[config.mk]
export PLATFORM = sky130hd
export DESIGN_NAME = spi_burst_sequencer
export DESIGN_NICKNAME = d
export VERILOG_FILES = /design/src/rtl/spi_seq_pkg.sv /design/src/rtl/sync_fifo.sv /design/src/rtl/spi_burst_sequencer.sv
export SDC_FILE = /design/constraint.sdc
export NUM_CORES = 1
export LEC_CHECK = 0
export ABC_CLOCK_PERIOD_IN_PS = 3020
export CAP_MARGIN = 20
export CORE_ASPECT_RATIO = 0.9
export CORE_MARGIN = 3
export CORE_UTILIZATION = 55
export CTS_BUF_LIST = sky130_fd_sc_hd__clkbuf_4 sky130_fd_sc_hd__clkbuf_8
export CTS_CLUSTER_SIZE = 8
export DETAILED_ROUTE_END_ITERATION = 6
export PLACE_DENSITY = 0.76
export SLEW_MARGIN = 5
export SYNTH_ARGS = -nofsm -noshare
export SYNTH_HDL_FRONTEND = slang
export SYNTH_SLANG_ARGS = --single-unit
[constraint.sdc]
create_clock -name i_clk -period 3.02 [get_ports i_clk]
set_input_delay 0.453 -clock i_clk [delete_from_list [all_inputs] [get_ports i_clk]]
set_output_delay 0.453 -clock i_clk [all_outputs]
set_load 0.02 [all_outputs]
[src/rtl/spi_seq_pkg.sv]
// Shared constants and the one-hot FSM state type for the SPI burst sequencer.
package spi_seq_pkg;

  localparam int SPI_BYTE_W = 8;
  localparam int SPI_LEN_W  = 8;

  typedef enum logic [5:0] {
    ST_IDLE     = 6'b000001,
    ST_CS_SETUP = 6'b000010,
    ST_ISSUE    = 6'b000100,
    ST_WAIT_RX  = 6'b001000,
    ST_CS_HOLD  = 6'b010000,
    ST_DONE     = 6'b100000
  } state_t;

endpackage

[src/rtl/sync_fifo.sv]
// Single-clock FIFO with first-word-fall-through head; head reads 0 when empty.
module sync_fifo #(
  parameter int WIDTH = 8,
  parameter int DEPTH = 16
) (
  input  logic             clk,
  input  logic             rst,
  input  logic [WIDTH-1:0] wr_data,
  input  logic             push,
  input  logic             pop,
  output logic [WIDTH-1:0] rd_data,
  output logic             full,
  output logic             empty
);

  localparam int AW = $clog2(DEPTH);

  logic [WIDTH-1:0] mem [DEPTH];
  logic [AW:0]      wr_ptr;
  logic [AW:0]      rd_ptr;
  logic             do_push;
  logic             do_pop;

  // Extra pointer bit distinguishes full from empty when the indices match.
  assign empty   = (wr_ptr == rd_ptr);
  assign full    = (wr_ptr[AW] != rd_ptr[AW]) && (wr_ptr[AW-1:0] == rd_ptr[AW-1:0]);
  assign do_push = push && !full;
  assign do_pop  = pop && !empty;
  assign rd_data = empty ? '0 : mem[rd_ptr[AW-1:0]];

  always_ff @(posedge clk) begin
    if (rst) begin
      wr_ptr <= '0;
      rd_ptr <= '0;
    end else begin
      if (do_push) wr_ptr <= wr_ptr + 1'b1;
      if (do_pop)  rd_ptr <= rd_ptr + 1'b1;
    end
  end

  always_ff @(posedge clk) begin
    if (do_push) mem[wr_ptr[AW-1:0]] <= wr_data;
  end

endmodule

[src/rtl/spi_burst_sequencer.sv]
// Multi-byte SPI burst engine feeding spi_controller from a TX FIFO.
// Define SPI_SEQ_RX_CAPTURE_EN to capture received bytes into an RX FIFO.
module spi_burst_sequencer
  import spi_seq_pkg::*;
#(
  parameter int FIFO_DEPTH = 16,
  parameter int CS_GUARD   = 4
) (
  input  logic                  i_clk,
  input  logic                  i_rst,
  input  logic [SPI_BYTE_W-1:0] i_tx_data,
  input  logic                  i_tx_push,
  output logic                  o_tx_full,
  input  logic                  i_start,
  input  logic [SPI_LEN_W-1:0]  i_len,
  output logic                  o_busy,
  output logic                  o_done,
  output logic [SPI_BYTE_W-1:0] o_rx_data,
  output logic                  o_rx_valid,
  input  logic                  i_rx_pop,
  output logic                  o_rx_overflow,
  output logic [SPI_BYTE_W-1:0] o_ctrl_tx,
  output logic                  o_ctrl_tx_valid,
  input  logic                  i_ctrl_ready,
  input  logic [SPI_BYTE_W-1:0] i_ctrl_rx,
  input  logic                  i_ctrl_rx_valid,
  output logic                  o_cs_n
);

  localparam int GW = $clog2(CS_GUARD + 1);
  localparam logic [GW-1:0] GUARD_LAST = GW'(CS_GUARD - 1);

  state_t                 state;
  logic [GW-1:0]          guard;
  logic [SPI_LEN_W-1:0]   remaining;
  logic [SPI_BYTE_W-1:0]  tx_head;
  logic                   tx_empty;
  logic                   tx_pop;
  logic                   accept;

  assign accept = (state == ST_IDLE) && i_start && (i_len != '0);
  assign tx_pop = (state == ST_ISSUE) && i_ctrl_ready && !tx_empty;

  sync_fifo #(.WIDTH(SPI_BYTE_W), .DEPTH(FIFO_DEPTH)) u_tx_fifo (
    .clk     (i_clk),
    .rst     (i_rst),
    .wr_data (i_tx_data),
    .push    (i_tx_push),
    .pop     (tx_pop),
    .rd_data (tx_head),
    .full    (o_tx_full),
    .empty   (tx_empty)
  );

  always_ff @(posedge i_clk) begin
    if (i_rst) begin
      state           <= ST_IDLE;
      guard           <= '0;
      remaining       <= '0;
      o_cs_n          <= 1'b1;
      o_busy          <= 1'b0;
      o_done          <= 1'b0;
      o_ctrl_tx_valid <= 1'b0;
      o_ctrl_tx       <= '0;
    end else begin
      o_done          <= 1'b0;
      o_ctrl_tx_valid <= 1'b0;
      unique case (state)
        ST_IDLE: begin
          if (accept) begin
            remaining <= i_len;
            guard     <= GUARD_LAST;
            o_cs_n    <= 1'b0;
            o_busy    <= 1'b1;
            state     <= ST_CS_SETUP;
          end
        end
        ST_CS_SETUP: begin
          if (guard == '0) state <= ST_ISSUE;
          else             guard <= guard - 1'b1;
        end
        ST_ISSUE: begin
          if (tx_pop) begin
            o_ctrl_tx_valid <= 1'b1;
            o_ctrl_tx       <= tx_head;
            state           <= ST_WAIT_RX;
          end
        end
        // Controller ready is deliberately not sampled while waiting for RX.
        ST_WAIT_RX: begin
          if (i_ctrl_rx_valid) begin
            if (remaining != '0) remaining <= remaining - 1'b1;
            if (remaining < SPI_LEN_W'(2)) begin
              guard <= GUARD_LAST;
              state <= ST_CS_HOLD;
            end else begin
              state <= ST_ISSUE;
            end
          end
        end
        ST_CS_HOLD: begin
          if (guard == '0) begin
            o_cs_n <= 1'b1;
            o_done <= 1'b1;
            state  <= ST_DONE;
          end else begin
            guard <= guard - 1'b1;
          end
        end
        ST_DONE: begin
          o_busy <= 1'b0;
          state  <= ST_IDLE;
        end
        default: state <= ST_IDLE;
      endcase
    end
  end

`ifdef SPI_SEQ_RX_CAPTURE_EN
  logic rx_write;
  logic rx_full;
  logic rx_empty;
  logic overflow;

  assign rx_write = (state == ST_WAIT_RX) && i_ctrl_rx_valid;

  sync_fifo #(.WIDTH(SPI_BYTE_W), .DEPTH(FIFO_DEPTH)) u_rx_fifo (
    .clk     (i_clk),
    .rst     (i_rst),
    .wr_data (i_ctrl_rx),
    .push    (rx_write),
    .pop     (i_rx_pop),
    .rd_data (o_rx_data),
    .full    (rx_full),
    .empty   (rx_empty)
  );

  always_ff @(posedge i_clk) begin
    if (i_rst)                     overflow <= 1'b0;
    else if (accept)               overflow <= 1'b0;
    else if (rx_write && rx_full)  overflow <= 1'b1;
  end

  assign o_rx_valid    = !rx_empty;
  assign o_rx_overflow = overflow;
`else
  logic unused_rx;
  assign unused_rx     = ^{i_rx_pop, i_ctrl_rx};
  assign o_rx_valid    = 1'b0;
  assign o_rx_data     = '0;
  assign o_rx_overflow = 1'b0;
`endif

endmodule

==> metrics.md <==
| Metric | Value |
|---|---|
| Predominant post-synthesis flop cell | `edfxtp_1` |
| Clk sink count | `167` |
| Ys Warns | `0` |
| GP Congestion | `0.8657` |
| WL final | `14.70 mm` |
| Ys async rst share | `0` |
| CP Data Required Time | `2.57 ns` |
| Pre-CTS WS | `0.4783 ns` |
| Tmin final | `2.656 ns` |
| Pwr per Cell Area | `609.5 nW/µm²` |
| Routing usage on met3 | `0.04991` |
| Sum Neg Setup Slack | `0 ns` |
| Final setup vio count | `0` |
| DR iter-0 viols | `495` |
| Worst hold path class | `register to register` |
| Leakage | `2.660 nW` |
| Outcome | `finished, final reports clean` |
| Seq/Total Area, Yosys | `0.6449` |
| Post-cts hold buffer count | `0` |
| 1st-pass router iterations | `5` |
| Pin count of the biggest net entering global routing | `41` |
| Tot GR Track Use | `0.2221` |
| Inserted Clock Buffers | `17` |
| Final clock period utilization by the worst path | `0.8795` |
| # resized after CTS | `0` |
| Via count | `4,426` |
| Startpoint Class | `register` |
| Total die area | `14,450 µm²` |
| Final worst slack | `0.3639 ns` |
| Met1 global-route usage | `0.3122` |
| Worst-Skew Late Latency | `0.47 ns` |
| CP Class | `register to output pin` |
| Maxcap violations | `0` |
| Die X | `126.4 µm` |
| Die height | `114.3 µm` |
| Remaining Overflow, GRT | `0` |
| CTS tree | `done` |
| Core Rows | `38` |
| Core box area | `12,410 µm²` |
| Cell area after synthesis | `7171 µm²` |
| Filler cell count | `833` |
| Fin. Hold Viols | `0` |
| Most frequent cells in the layout | `edfxtp_1, dfxtp_1, nor2_1, clkdlybuf4s50_1, nand2_1` |
| Yosys reg bits | `167` |
| Maximum clock path buffer count | `2` |
| Starting Density | `0.5778` |
| Fin nets | `584` |
| Antenna Cells | `0` |
| RSZ-0062 raised after global routing | `false` |
| DP Wirelength | `9.630 mm` |
| Global route hottest layer | `met2` |
| Worst reg-to-reg setup slack | `0.80 ns` |
| Layout cell share with drive strength beyond 1 | `0.1724` |
| Commonest non-fill, non-tap cell in the layout | `edfxtp_1` |
| Io pins | `54` |
| Via density per instance | `6.173` |
| Residual DRC | `0` |
| Routed length per instance | `20.51 µm` |
| Final Max Slew Viols | `0` |
| Setup skew after layout | `0.01589 ns` |
| Setup bufs post-CTS | `0` |
| Max Clock Freq | `376.5 MHz` |
| Post-synth EDFFs | `128` |
| Vias in the first global route | `4,409` |
| Crit-path max FO | `10` |
| Avg Inst Size Synth | `14.34 µm²` |
| Synth cell types | `62` |
| Met2 Use GR | `0.3427` |
| Global-route wire length before repair | `24.07 mm` |
| Arr. time, crit path | `2.20 ns` |
| Area grow syn2layout | `12.76%` |
| CP Capture Type | `output pin` |
| Mapped Cells | `500` |
| VDD IR max | `0.4592 mV` |
| Slew headroom | `0.4404` |
| DRT antenna net count | `0` |
| Root Buffer | `clkbuf_8` |
| Port bufs | `34` |
| Antenna violations before repair | `0` |
| Clock edge transition at the registers on the reported setup and hold paths | `0.09 ns` |
| Worst-Margin Slew | `0.8364 ns` |
| CTS H-Tree Depth | `4` |
[cell usage after synthesis, drive strengths merged (4+ instances only)]
cell / instances / area (µm²)
mux2: 4 / 45.04
buf: 24 / 147.7
o21ai: 14 / 70.06
nand2: 33 / 123.9
nand3: 10 / 50.05
mux4: 32 / 720.7
inv: 14 / 52.55
xor2: 4 / 35.03
and3: 4 / 25.02
nor3: 15 / 75.07
o21a: 4 / 30.03
a31oi: 4 / 40.04
nor4: 9 / 77.57
nor2: 35 / 133.9
edfxtp: 128 / 3844
nand2b: 5 / 31.28
and2: 4 / 25.02
ha: 9 / 112.6
xnor2: 8 / 70.07
clkbuf: 13 / 51.30
dfxtp: 39 / 780.8
a21oi: 22 / 121.4
nor2b: 9 / 56.30
a22oi: 16 / 120.1
o211ai: 4 / 30.03
[layer usage]
layer | vias up | share of wire | wire, µm
met5 | - | 0 | 0
met4 | 0 | 0.016 | 233
met3 | 20 | 0.077 | 1138
met2 | 189 | 0.47 | 6914
met1 | 2230 | 0.44 | 6416
li1 | 1987 | - | -
[stage by stage]
| stage | utilization | instances | area [µm²] | power (W) | hold slack, ns |
|---|---|---|---|---|---|
| floorplan | - | 509 | 7204 | 0.003165 | 0.4407 |
| global placement | 0.6197 | 685 | 7690 | 0.003337 | 0.4458 |
| detailed placement | 0.6197 | 685 | 7690 | 0.003369 | 0.4515 |
| CTS | 0.6515 | 717 | 8085 | 0.004940 | 0.4623 |
| global route | 0.6515 | 717 | 8085 | 0.005141 | 0.4798 |
| finish | 0.6515 | 717 | 8085 | 0.004928 | 0.4635 |
[worst max-delay path, cell delays in order, from the launching register on]
cell,delay [ns]
dfxtp_1,0.57
xnor2_1,0.19
nand4_1,0.20
nor2_1,0.15
clkdlybuf4s50_1,0.62
[final timing paths]
check | from | endpoint | cells past startpoint
setup / recovery | u_tx_fifo.wr_ptr[2]$_SDFFE_PP0P_ | o_tx_full | 4
hold / removal | o_ctrl_tx[0]$_SDFFE_PP0P_ | o_ctrl_tx[0]$_SDFFE_PP0P_ | 2
setup reg to reg | u_tx_fifo.wr_ptr[2]$_SDFFE_PP0P_ | u_tx_fifo.mem[11][6]$_DFFE_PP_ | 4
hold reg to reg | o_ctrl_tx[0]$_SDFFE_PP0P_ | o_ctrl_tx[0]$_SDFFE_PP0P_ | 2
[kinds of logic after synthesis]
logic type               count (synthesis)  synth area share
flip-flops                             167            0.6449
AND/OR/NAND/NOR                        136           0.09667
AO/OA/AOI/OAI                           85           0.08149
buffers and inverters                   51           0.03507
multiplexers                            39            0.1110
XOR/XNOR                                12           0.01466
adder cells (fa/ha/maj)                  9           0.01570
other                                    1         0.0005230
[area by class of cell]
cell class / count / area, µm² / area share
Clock buffer: 17 / 234.0 / 0.02894
Sequential cell: 167 / 4626 / 0.5721
Inverter: 14 / 52.55 / 0.006500
Tap cell: 160 / 200.2 / 0.02476
Timing Repair Buffer: 53 / 483.0 / 0.05973
Multi-Input combinational cell: 291 / 2328 / 0.2880
Clock inverter: 15 / 161.4 / 0.01996
[flip-flops by register name, summed over array words and instances (netlist names)]
name / count
o_cs_n: 1
remaining: 8
u_tx_fifo.rd_ptr: 5
guard: 3
state: 6
o_busy: 1
u_tx_fifo.wr_ptr: 5
u_tx_fifo.mem: 128
o_ctrl_tx: 8
o_done: 1
o_ctrl_tx_valid: 1
[power by group]
group	switching (W)	leakage [nW]	total (W)	internal, W
sequential	0.0000875	1.47	0.00264	0.00255
combinational	0.000395	0.986	0.000688	0.000293
clock	0.000795	0.200	0.00160	0.000803
Note: power is estimated with default switching activity, not from simulation.
